$ cat src/rtl/mem_ctrl_pkg.sv
// Shared types, constants and byte-lane helpers for the byte-serial memory controller.
package mem_ctrl_pkg;

  localparam int ADDR_W_DEFAULT = 17;

  localparam logic        RST_ENABLE    = 1'b1;
  localparam logic        WRITE_ENABLE  = 1'b1;
  localparam logic        WRITE_DISABLE = 1'b0;
  localparam logic [31:0] ZERO32        = 32'h0000_0000;

  // Access length codes as presented on mem_len_in (2'b11 behaves as a word)
  localparam logic [1:0] LEN_BYTE = 2'b00;
  localparam logic [1:0] LEN_HALF = 2'b01;
  localparam logic [1:0] LEN_WORD = 2'b10;

  typedef enum logic [2:0] {
    ST_IDLE   = 3'd0,
    ST_IF_RD  = 3'd1,
    ST_MEM_RD = 3'd2,
    ST_MEM_WR = 3'd3,
    ST_DONE   = 3'd4
  } state_t;

  typedef enum logic {
    OWN_IF  = 1'b0,
    OWN_MEM = 1'b1
  } owner_t;

  // Number of RAM byte cycles for a length code
  function automatic logic [2:0] len_to_bytes(input logic [1:0] len);
    logic [2:0] n;
    case (len)
      LEN_BYTE: n = 3'd1;
      LEN_HALF: n = 3'd2;
      default:  n = 3'd4;
    endcase
    return n;
  endfunction

  // Mask that keeps only the low n bytes of a word (zero extension of loads)
  function automatic logic [31:0] lane_mask(input logic [2:0] n);
    logic [31:0] m;
    case (n)
      3'd1:    m = 32'h0000_00FF;
      3'd2:    m = 32'h0000_FFFF;
      default: m = 32'hFFFF_FFFF;
    endcase
    return m;
  endfunction

  // Replace one little-endian byte lane of a word
  function automatic logic [31:0] put_byte(input logic [31:0] word, input logic [1:0] lane,
                                           input logic [7:0] b);
    logic [31:0] r;
    r = word;
    case (lane)
      2'd0:    r[7:0]   = b;
      2'd1:    r[15:8]  = b;
      2'd2:    r[23:16] = b;
      default: r[31:24] = b;
    endcase
    return r;
  endfunction

  // Extract one little-endian byte lane of a word
  function automatic logic [7:0] get_byte(input logic [31:0] word, input logic [1:0] lane);
    logic [7:0] b;
    case (lane)
      2'd0:    b = word[7:0];
      2'd1:    b = word[15:8];
      2'd2:    b = word[23:16];
      default: b = word[31:24];
    endcase
    return b;
  endfunction

endpackage

$ cat src/rtl/mem_ctrl.sv
// Arbitrates a byte-wide single-port RAM between instruction fetch and the MEM stage.
// MEM wins ties because it holds the older instruction. Multi-byte accesses are
// serialised into one RAM cycle per byte and reads are reassembled little-endian.
module mem_ctrl
  import mem_ctrl_pkg::*;
#(
  parameter int ADDR_W = ADDR_W_DEFAULT
) (
  input  logic              clk_in,
  input  logic              rst_in,
  input  logic              if_req_in,
  input  logic [31:0]       if_addr_in,
  output logic              if_done_out,
  output logic [31:0]       if_data_out,
  output logic              if_stall_out,
  input  logic              mem_req_in,
  input  logic              mem_we_in,
  input  logic [1:0]        mem_len_in,
  input  logic [31:0]       mem_addr_in,
  input  logic [31:0]       mem_wdata_in,
  output logic              mem_done_out,
  output logic [31:0]       mem_rdata_out,
  output logic              mem_stall_out,
  output logic [ADDR_W-1:0] ram_addr_out,
  output logic              ram_wr_out,
  output logic [7:0]        ram_dout,
  input  logic [7:0]        ram_din
);

  state_t            state;
  state_t            state_next;
  logic [2:0]        cnt;
  logic [2:0]        cnt_next;
  logic [ADDR_W-1:0] base;
  logic [2:0]        nbytes;
  logic [31:0]       wdata;
  owner_t            owner;
  logic [31:0]       rbuf;

  logic              accept_mem;
  logic              accept_if;
  logic              finish_rd;
  logic              capture_en;
  logic [1:0]        rd_lane;
  logic [31:0]       asm_word;

  // Only the low ADDR_W address bits reach the RAM; the rest are ignored
  logic              unused_addr_bits;
  assign unused_addr_bits = ^{if_addr_in[31:ADDR_W], mem_addr_in[31:ADDR_W]};

  // A byte requested at cnt-1 arrives on ram_din while cnt is current
  assign rd_lane    = 2'(cnt - 3'd1);
  assign capture_en = ((state == ST_IF_RD) || (state == ST_MEM_RD)) && (cnt != 3'd0);
  assign asm_word   = put_byte(rbuf, rd_lane, ram_din);

  assign if_done_out   = (state == ST_DONE) && (owner == OWN_IF);
  assign mem_done_out  = (state == ST_DONE) && (owner == OWN_MEM);
  assign if_stall_out  = if_req_in & ~if_done_out;
  assign mem_stall_out = mem_req_in & ~mem_done_out;

  // State register
  always_ff @(posedge clk_in) begin
    if (rst_in == RST_ENABLE) begin
      state <= ST_IDLE;
      cnt   <= 3'd0;
    end else begin
      state <= state_next;
      cnt   <= cnt_next;
    end
  end

  // Next-state logic: arbitration, byte counting and IF flush
  always_comb begin
    state_next = state;
    cnt_next   = cnt;
    accept_mem = 1'b0;
    accept_if  = 1'b0;
    finish_rd  = 1'b0;
    case (state)
      ST_IDLE: begin
        if (mem_req_in) begin
          accept_mem = 1'b1;
          state_next = mem_we_in ? ST_MEM_WR : ST_MEM_RD;
          cnt_next   = 3'd0;
        end else if (if_req_in) begin
          accept_if  = 1'b1;
          state_next = ST_IF_RD;
          cnt_next   = 3'd0;
        end else begin
          state_next = ST_IDLE;
        end
      end
      ST_IF_RD: begin
        if (!if_req_in) begin
          state_next = ST_IDLE;
          cnt_next   = 3'd0;
        end else if (cnt == nbytes) begin
          state_next = ST_DONE;
          cnt_next   = 3'd0;
          finish_rd  = 1'b1;
        end else begin
          cnt_next = cnt + 3'd1;
        end
      end
      ST_MEM_RD: begin
        if (cnt == nbytes) begin
          state_next = ST_DONE;
          cnt_next   = 3'd0;
          finish_rd  = 1'b1;
        end else begin
          cnt_next = cnt + 3'd1;
        end
      end
      ST_MEM_WR: begin
        if (cnt == 3'(nbytes - 3'd1)) begin
          state_next = ST_DONE;
          cnt_next   = 3'd0;
        end else begin
          cnt_next = cnt + 3'd1;
        end
      end
      ST_DONE: begin
        state_next = ST_IDLE;
        cnt_next   = 3'd0;
      end
      default: begin
        state_next = ST_IDLE;
        cnt_next   = 3'd0;
      end
    endcase
  end

  // Request latching, byte-lane assembly and result registers
  always_ff @(posedge clk_in) begin
    if (rst_in == RST_ENABLE) begin
      base          <= '0;
      nbytes        <= 3'd0;
      wdata         <= ZERO32;
      owner         <= OWN_IF;
      rbuf          <= ZERO32;
      if_data_out   <= ZERO32;
      mem_rdata_out <= ZERO32;
    end else begin
      if (accept_mem) begin
        base   <= mem_addr_in[ADDR_W-1:0];
        nbytes <= len_to_bytes(mem_len_in);
        wdata  <= mem_wdata_in;
        owner  <= OWN_MEM;
        rbuf   <= ZERO32;
      end else if (accept_if) begin
        base   <= if_addr_in[ADDR_W-1:0];
        nbytes <= 3'd4;
        owner  <= OWN_IF;
        rbuf   <= ZERO32;
      end else if (capture_en) begin
        rbuf <= asm_word;
      end
      if (finish_rd) begin
        if (owner == OWN_IF) begin
          if_data_out <= asm_word;
        end else begin
          mem_rdata_out <= asm_word & lane_mask(nbytes);
        end
      end
    end
  end

  // RAM port decode from the current state and byte counter
  always_comb begin
    ram_addr_out = '0;
    ram_wr_out   = WRITE_DISABLE;
    ram_dout     = 8'h00;
    case (state)
      ST_IF_RD, ST_MEM_RD: begin
        if (cnt < nbytes) begin
          ram_addr_out = base + ADDR_W'(cnt);
        end else begin
          ram_addr_out = '0;
        end
      end
      ST_MEM_WR: begin
        ram_addr_out = base + ADDR_W'(cnt);
        ram_wr_out   = WRITE_ENABLE;
        ram_dout     = get_byte(wdata, cnt[1:0]);
      end
      default: begin
        ram_addr_out = '0;
      end
    endcase
  end

endmodule

$ cat config.mk
export PLATFORM = sky130hd
export DESIGN_NAME = mem_ctrl
export DESIGN_NICKNAME = d
export VERILOG_FILES = /design/src/rtl/mem_ctrl_pkg.sv /design/src/rtl/mem_ctrl.sv
export SDC_FILE = /design/constraint.sdc
export NUM_CORES = 1
export LEC_CHECK = 0
export ABC_AREA = 1
export CAP_MARGIN = 0
export CORE_ASPECT_RATIO = 1.5
export CORE_MARGIN = 4
export CORE_UTILIZATION = 43
export DETAILED_ROUTE_END_ITERATION = 7
export GPL_TIMING_DRIVEN = 0
export PLACE_DENSITY = 0.76
export SETUP_SLACK_MARGIN = 0.3
export SLEW_MARGIN = 20
export SYNTH_ARGS = -nofsm -noshare
export SYNTH_HDL_FRONTEND = slang
export SYNTH_SLANG_ARGS = --single-unit
$ cat constraint.sdc
create_clock -name clk_in -period 2.3 [get_ports clk_in]
set_input_delay 0.46 -clock clk_in [delete_from_list [all_inputs] [get_ports clk_in]]
set_output_delay 0.46 -clock clk_in [all_outputs]
set_load 0.02 [all_outputs]
==> out/results.ini, run 1 <==
[run_status]
outcome = finished, violations left
violations = design-rule violations, negative setup slack

[die]
core_area_um2 = 16300
die_area_um2 = 18800
rows = 57
die_h_um = 166
ioPinCount = 205
die_w_um = 113
start_util_pct = 44.0

[min_path]
holdPathEnd = base[14]
min_path_type = reg2reg
hold_path_depth = 2
min_from = base[14]

[power]
p_sw_uw = 2860
clkPwrFrac_pct = 33.7
vdd.ir_drop.worst_mv = 0.476
pwr-share-comb_pct = 28.6
internal_power_uw = 5560
leakage_uw = 0.00429
power_frac_seq_pct = 37.7
p_per_area_nw_per_um2 = 777
switching_share_pct = 34.0

[timing]
fin_crit_ns = 2.72
tightest_slew_ns = 0.678
hold_violations = 0
setup_viol = 25
fin_worst_skew_ns = 0.0119
finalCritPeriodShare_pct = 118
max_slew_margin_pct = 54.8
hold_ws_ns = 0.468
rsz0062_at_grt = yes
fin_ws_ns = -0.419
finalMaxSlewViolations = 0
max_freq_mhz = 368

[critical_path]
start_kind = flip-flop
rrSetupSlack_ns = 0.22
crit-reg2reg-capture = rbuf[8]
crit_path_end_kind = primary output
rr_startpoint = cnt[0]
required_ns = 1.84
reg2regPathDepth = 12
worst-path-buf-inv = 4
path_class = reg2out
cp_data_arrival_time_ns = 2.26
slowest_delay_ns = 0.36
slowest_stage = dfxtp_4
cp_cell_sequence = ha_4 > inv_2 > fa_2 > o21ai_4 > buf_4 > buf_6 > nand2_1 > o21ai_1 > nand2_1 > nor2_2 > buf_6
cp_top_family = adder cells
cp_max_fo = 4

[yosys]
synth_most_common_cell = nand2_1
yosysSeqAreaShare_pct = 43.4
syn_avg_cell_area_um2 = 7.04
ys_seq_elements = 155
synthCells = 1015
ys_types = 36
synth_area_um2 = 7150
yosys_most_used_dff = dfxtp_1
synth.top_cells.by_count = nand2_1 (194), nor2_1 (192), dfxtp_1 (155), o21ai_0 (138), inv_1 (68)
synthTopCellsByArea = dfxtp_1 (43%), nand2_1 (10%), nor2_1 (10%)
yosys_warnings = 0
ys_async_sr_fraction_pct = 0
yosys.area.top_type = dfxtp_1
synth-edff-count = 0
synthDominantCellAreaShare_pct = 43.4
syn_nets = 1143

[cts]
clock-sinks = 155
worstSkewPairLatency_ns = 0.44
hold_buffers = 0
clk_path_buf_depth = 2
cts.htree.levels = 4
numCtsBuffers = 17
clkSlewWorstSetupHoldPaths_ns = 0.07
tritoncts = done
cts_root_buf = clkbuf_16

[drt]
wl_per_cell_um = 16.5
vias = 7751
drc = 1
drtAntennaViolNets = 0
wirelength_um = 24200
viasPerCell = 5.27
drt-initial-drc-count = 398
drtPass1Iterations = 7

[placed_design]
numPortBuffers = 173
dpl.hpwl_um = 16900
dp_cells = 1394
gp_congestion = 0.905

[global_routing]
grt_max_degree = 17
grt_usage_pct = 24.4
grt_pass1_wl_um = 37000
grt_pass1_vias = 7639
antenna_found_initial = 0
gr-total-overflow = 0

[final_layout]
nets = 1379
fillers = 1377
n_antenna_cell = 0
finalNonFillerCells = 1470
area_growth_syn_to_layout_pct = 51.6
drive_gt1_share_pct = 21.0

[job]
drv_cap = 0

## final cells by class
cell class	count	area [µm²]	share of cell area (%)
Buffer	63	450	4.15
Tap cell	206	258	2.38
Sequential cell	155	3120	28.7
Timing Repair Buffer	216	2110	19.4
Multi-Input combinational cell	724	4030	37.1
Clock buffer	17	425	3.92
Inverter	74	294	2.71
Clock inverter	15	165	1.52
## tightest hold or removal path: cells and delay by family (launching register included)
family | cells | cell delay, ns
AOI/OAI and AO/OA | 1 | 0.05
and+or+nand+nor | 1 | 0.06
DFF | 1 | 0.33
## power groups by stage
stage / clock [µW] / combinational [µW] / sequential, µW
final: 2840 / 2410 / 3170
after floorplan: 0 / 1120 / 3300
after detailed placement: 0 / 2010 / 3210
after global routing: 2980 / 2620 / 3210
after CTS: 2840 / 2220 / 3160
after global placement: 0 / 1980 / 3200
## cells in the final DEF, fill, tap and decap left out, types with 5 or more instances in the layout
| cell type | Yosys | layout |
|---|---|---|
| nand2_1 | 194 | 189 |
| nor2_1 | 192 | 180 |
| dfxtp_1 | 155 | 150 |
| clkdlybuf4s50_1 | 0 | 143 |
| o21ai_0 | 138 | 95 |
| inv_1 | 68 | 58 |
| o21ai_1 | 26 | 55 |
| buf_4 | 10 | 50 |
| buf_6 | 1 | 39 |
| a21oi_1 | 48 | 34 |
| clkbuf_1 | 31 | 21 |
| clkbuf_16 | 0 | 18 |
| o31ai_1 | 16 | 16 |
| buf_2 | 19 | 13 |
| o21ai_2 | 1 | 13 |
| nor2_2 | 3 | 12 |
| nand3_1 | 17 | 12 |
| nor3_1 | 15 | 12 |
| a211oi_2 | 0 | 12 |
| inv_2 | 5 | 11 |
| ha_4 | 0 | 9 |
| a21oi_2 | 1 | 8 |
| a211oi_1 | 20 | 8 |
| a21oi_4 | 0 | 7 |
| a31oi_2 | 0 | 7 |
| ha_1 | 16 | 7 |
| inv_6 | 0 | 6 |
| nand4_1 | 6 | 6 |
| nand3_2 | 1 | 6 |
| clkinvlp_4 | 0 | 6 |
| nand2_2 | 2 | 5 |
## how the worst max path moves through the flow
stage / slack, ns / end / depth (start not counted) / start
2_1_floorplan: 0.14 / ram_addr_out[14] / 8 / cnt[0]
3_3_place_gp: -0.57 / ram_dout[7] / 7 / cnt[1]
3_5_place_dp: -0.57 / ram_addr_out[14] / 8 / cnt[1]
4_1_cts: -0.39 / ram_addr_out[16] / 9 / base[0]
5_1_grt: -0.52 / ram_addr_out[6] / 11 / base[0]
6_report: -0.42 / ram_addr_out[6] / 11 / cnt[0]
## flip-flops by register name, indices dropped and copies added, names as in the netlist
signal	cells
rbuf	32
if_data_out	32
nbytes	3
base	17
state	3
mem_rdata_out	32
wdata	32
owner	1
cnt	3
## layer usage
metal / wire length [µm] / up-vias / track usage [%] / part of all wire (%)
li1: - / 3818 / - / -
met1: 8620 / 3546 / 24.5 / 36
met2: 13100 / 301 / 46.5 / 54
met3: 1310 / 86 / 4.96 / 5.4
met4: 1140 / 0 / 12.2 / 4.7
met5: 0 / - / 0 / 0
## per-stage QoR
stage	worst slack (ns)	power, µW	utilization (%)	area (µm²)	TNS [ns]
2_1_floorplan	0.136	4420	-	7270	0
3_3_place_gp	-0.570	5190	57.0	9260	-10.24
3_5_place_dp	-0.574	5220	57.0	9260	-10.47
4_1_cts	-0.393	8210	63.9	10400	-5.87
5_1_grt	-0.517	8800	66.7	10800	-8.81
6_report	-0.419	8420	66.7	10800	-7.14
## cells by family (layout without fill, tap and decap cells)
logic type	after synthesis	count (layout)	share of synthesized area (%)
and+or+nand+nor	440	440	24.9
AOI/OAI and AO/OA	265	266	20.3
DFF	155	155	43.4
buffers and inverters	137	385	8.15
adders and majority gates	17	17	3.08
xor gates and xnor gates	1	1	0.123
## repair_timing
item | 4_1_cts | 5_1_grt
cloned | 0 | 6
pin swaps | 22 | 18
endpoints found under the setup margin | 61 | 124
buffers inserted | 29 | 9
gates resized for setup | 262 | 114
(Power assumes the default switching activity.)
==> run 2, diff against run 1 <==
- CORE_ASPECT_RATIO: 1.5 -> not set
==> out/results.ini, run 2 (same netlist as run 1, synthesis figures left out) <==
[timing]
fin_ws_ns = -0.367  ; was -0.419 ns
fin_worst_skew_ns = 0.00715  ; was 0.0119 ns
finalCritPeriodShare_pct = 116  ; was 118%
finalMaxSlewViolations = 0  ; unchanged
max_slew_margin_pct = 58.8  ; was 54.8%
tightest_slew_ns = 0.618  ; was 0.678 ns
rsz0062_at_grt = yes  ; unchanged
hold_ws_ns = 0.471  ; was 0.468 ns
max_freq_mhz = 375  ; was 368 MHz
fin_crit_ns = 2.67  ; was 2.72 ns
setup_viol = 25  ; unchanged
hold_violations = 0  ; unchanged

[die]
die_h_um = 137  ; was 166 µm
die_w_um = 137  ; was 113 µm
start_util_pct = 44.4  ; was 44.0%
die_area_um2 = 18800  ; about the same
core_area_um2 = 16100  ; was 16300 µm²
ioPinCount = 205  ; unchanged
rows = 46  ; was 57

[global_routing]
antenna_found_initial = 0  ; unchanged
grt_usage_pct = 23.8  ; was 24.4%
grt_pass1_vias = 6919  ; was 7639
gr-total-overflow = 0  ; unchanged
grt_max_degree = 17  ; unchanged
grt_pass1_wl_um = 35200  ; was 37000 µm

[placed_design]
gp_congestion = 0.873  ; was 0.905
dpl.hpwl_um = 16400  ; was 16900 µm
numPortBuffers = 173  ; unchanged
place_ws_ns = -0.590  ; was -0.574 ns

[critical_path]
slowest_stage = dfxtp_4  ; unchanged
required_ns = 1.84  ; about the same
rr_startpoint = cnt[0]  ; unchanged
start_kind = flip-flop  ; unchanged
worst-path-buf-inv = 2  ; was 4
reg2regPathDepth = 14  ; was 12
cp_cell_sequence = ha_4 > inv_2 > fa_2 > o21ai_4 > nand4_1 > nor2_1 > nand2_1 > a21oi_4 > buf_6  ; was ha_4 > inv_2 > fa_2 > o21ai_4 > buf_4 > buf_6 > nand2_1 > o21ai_1 > nand2_1 > nor2_2 > buf_6
cp_data_arrival_time_ns = 2.21  ; was 2.26 ns
path_class = reg2out  ; unchanged
slowest_delay_ns = 0.38  ; was 0.36 ns
cp_max_fo = 5  ; was 4
crit_path_end_kind = primary output  ; unchanged
crit-reg2reg-capture = mem_rdata_out[24]  ; was rbuf[8]
cp_top_family = adder cells  ; unchanged
rrSetupSlack_ns = 0.20  ; was 0.22 ns
cp.depth = 9  ; was 11

[final_layout]
final_common_cell = nand2_1  ; unchanged
n_antenna_cell = 0  ; unchanged
nets = 1383  ; was 1379
drive_gt1_share_pct = 20.7  ; was 21.0%
area_growth_syn_to_layout_pct = 50.8  ; was 51.6%
layout_common_cells = nand2_1 (190), nor2_1 (185), dfxtp_1 (148)  ; was nand2_1 (189), nor2_1 (180), dfxtp_1 (150)
fillers = 1362  ; was 1377

[cts]
numCtsBuffers = 17  ; unchanged
cts.htree.levels = 4  ; unchanged
cts_root_buf = clkbuf_16  ; unchanged
worstSkewPairLatency_ns = 0.43  ; was 0.44 ns
clk_path_buf_depth = 2  ; unchanged
hold_buffers = 0  ; unchanged
clkSlewWorstSetupHoldPaths_ns = 0.06  ; was 0.07 ns
clock-sinks = 155  ; unchanged
tritoncts = done  ; unchanged

[drt]
viasPerCell = 5.22  ; was 5.27
wl_per_cell_um = 16.2  ; was 16.5 µm
wirelength_um = 24000  ; was 24200 µm
drtAntennaViolNets = 0  ; unchanged
drc = 0  ; was 1
vias = 7743  ; was 7751
drt-initial-drc-count = 670  ; was 398
drtPass1Iterations = 5  ; was 7

[run_status]
outcome = finished, violations left  ; unchanged
violations = negative setup slack  ; was design-rule violations, negative setup slack

[power]
vdd.ir_drop.worst_mv = 0.629  ; was 0.476 mV
p_per_area_nw_per_um2 = 763  ; was 777 nW/µm²
pwr-share-comb_pct = 29.0  ; was 28.6%
clkPwrFrac_pct = 32.3  ; was 33.7%
power_frac_seq_pct = 38.7  ; was 37.7%
switching_share_pct = 32.9  ; was 34.0%
leakage_uw = 0.00427  ; was 0.00429 µW
p_sw_uw = 2710  ; was 2860 µW
internal_power_uw = 5520  ; was 5560 µW

[min_path]
hold_path_depth = 2  ; unchanged
holdPathEnd = if_data_out[15]  ; was base[14]
min_path_type = reg2reg  ; unchanged
min_from = if_data_out[15]  ; was base[14]

[job]
drv_cap = 0  ; unchanged

==> run 2: changes by cell type in the layout (fill, tap and decap cells not counted), moves of 6 or more <==
cell | previous run | this run
a211oi_1 | 8 | 14
a211oi_2 | 12 | 6
buf_4 | 50 | 59
o21ai_0 | 95 | 102
o21ai_1 | 55 | 40
nor2_2 | 12 | 6
clkbuf_1 | 21 | 28
inv_6 | 6 | 0
buf_6 | 39 | 32
==> run 2: stage by stage <==
stage	cells	utilization, %	power [µW]	instance area, µm²	TNS (ns)
after global routing	1483	66.9	8600	10800	-7.38
after CTS	1459	63.5	8000	10200	-4.45
after detailed placement	1404	57.5	5200	9270	-10.81
final	1483	66.9	8230	10800	-5.82
after floorplan	1015	-	4420	7270	0
after global placement	1404	57.5	5170	9270	-11.04
==> run 2: area by class of cell <==
class                      instances  area [µm²]  share of cell area [%]
clock buffer                      23         448                    4.16
clock inverter                     8        96.3                   0.894
timing repair buffer             220        2090                    19.4
sequential                       155        3120                    28.9
multi-input combinational        724        4000                    37.1
buffer                            63         452                    4.19
tap                              216         270                    2.51
inverter                          74         298                    2.76
==> run 2: repair_timing <==
item	4_1_cts	5_1_grt
endpoints found under the setup margin	59	128
pin swaps	13	15
gates resized for setup	239	123
cloned	1	4
setup buffers	23	20
==> run 2: tightest hold or removal path, stage by stage, from the launching register on <==
cell and delay (ns):
dfxtp_1 0.30, o21ai_0 0.06, a21oi_1 0.06
==> run 2: per-layer routing <==
metal / routed length [µm] / share of wire (%) / vias to the layer above / track usage (%)
li1: - / - / 3817 / -
met1: 10500 / 44 / 3556 / 33.3
met2: 11100 / 46 / 311 / 37.1
met3: 1810 / 7.5 / 59 / 4.93
met4: 587 / 2.4 / 0 / 7.21
met5: 0 / 0 / - / 0
==> run 2: how the worst max path moves through the flow <==
stage                                   to    start
after detailed placement       ram_dout[2]   cnt[1]
after CTS                 ram_addr_out[12]  base[0]
after global routing       ram_addr_out[8]   cnt[0]
final                     ram_addr_out[14]   cnt[0]
after global placement         ram_dout[4]   cnt[1]
after floorplan           ram_addr_out[14]   cnt[0]
==> run 2: power groups by stage <==
stage / registers, µW / logic, µW / clock network [µW]
3_3_place_gp: 3210 / 1960 / 0
6_report: 3180 / 2380 / 2660
5_1_grt: 3220 / 2600 / 2780
4_1_cts: 3170 / 2150 / 2680
3_5_place_dp: 3210 / 1990 / 0
2_1_floorplan: 3300 / 1120 / 0
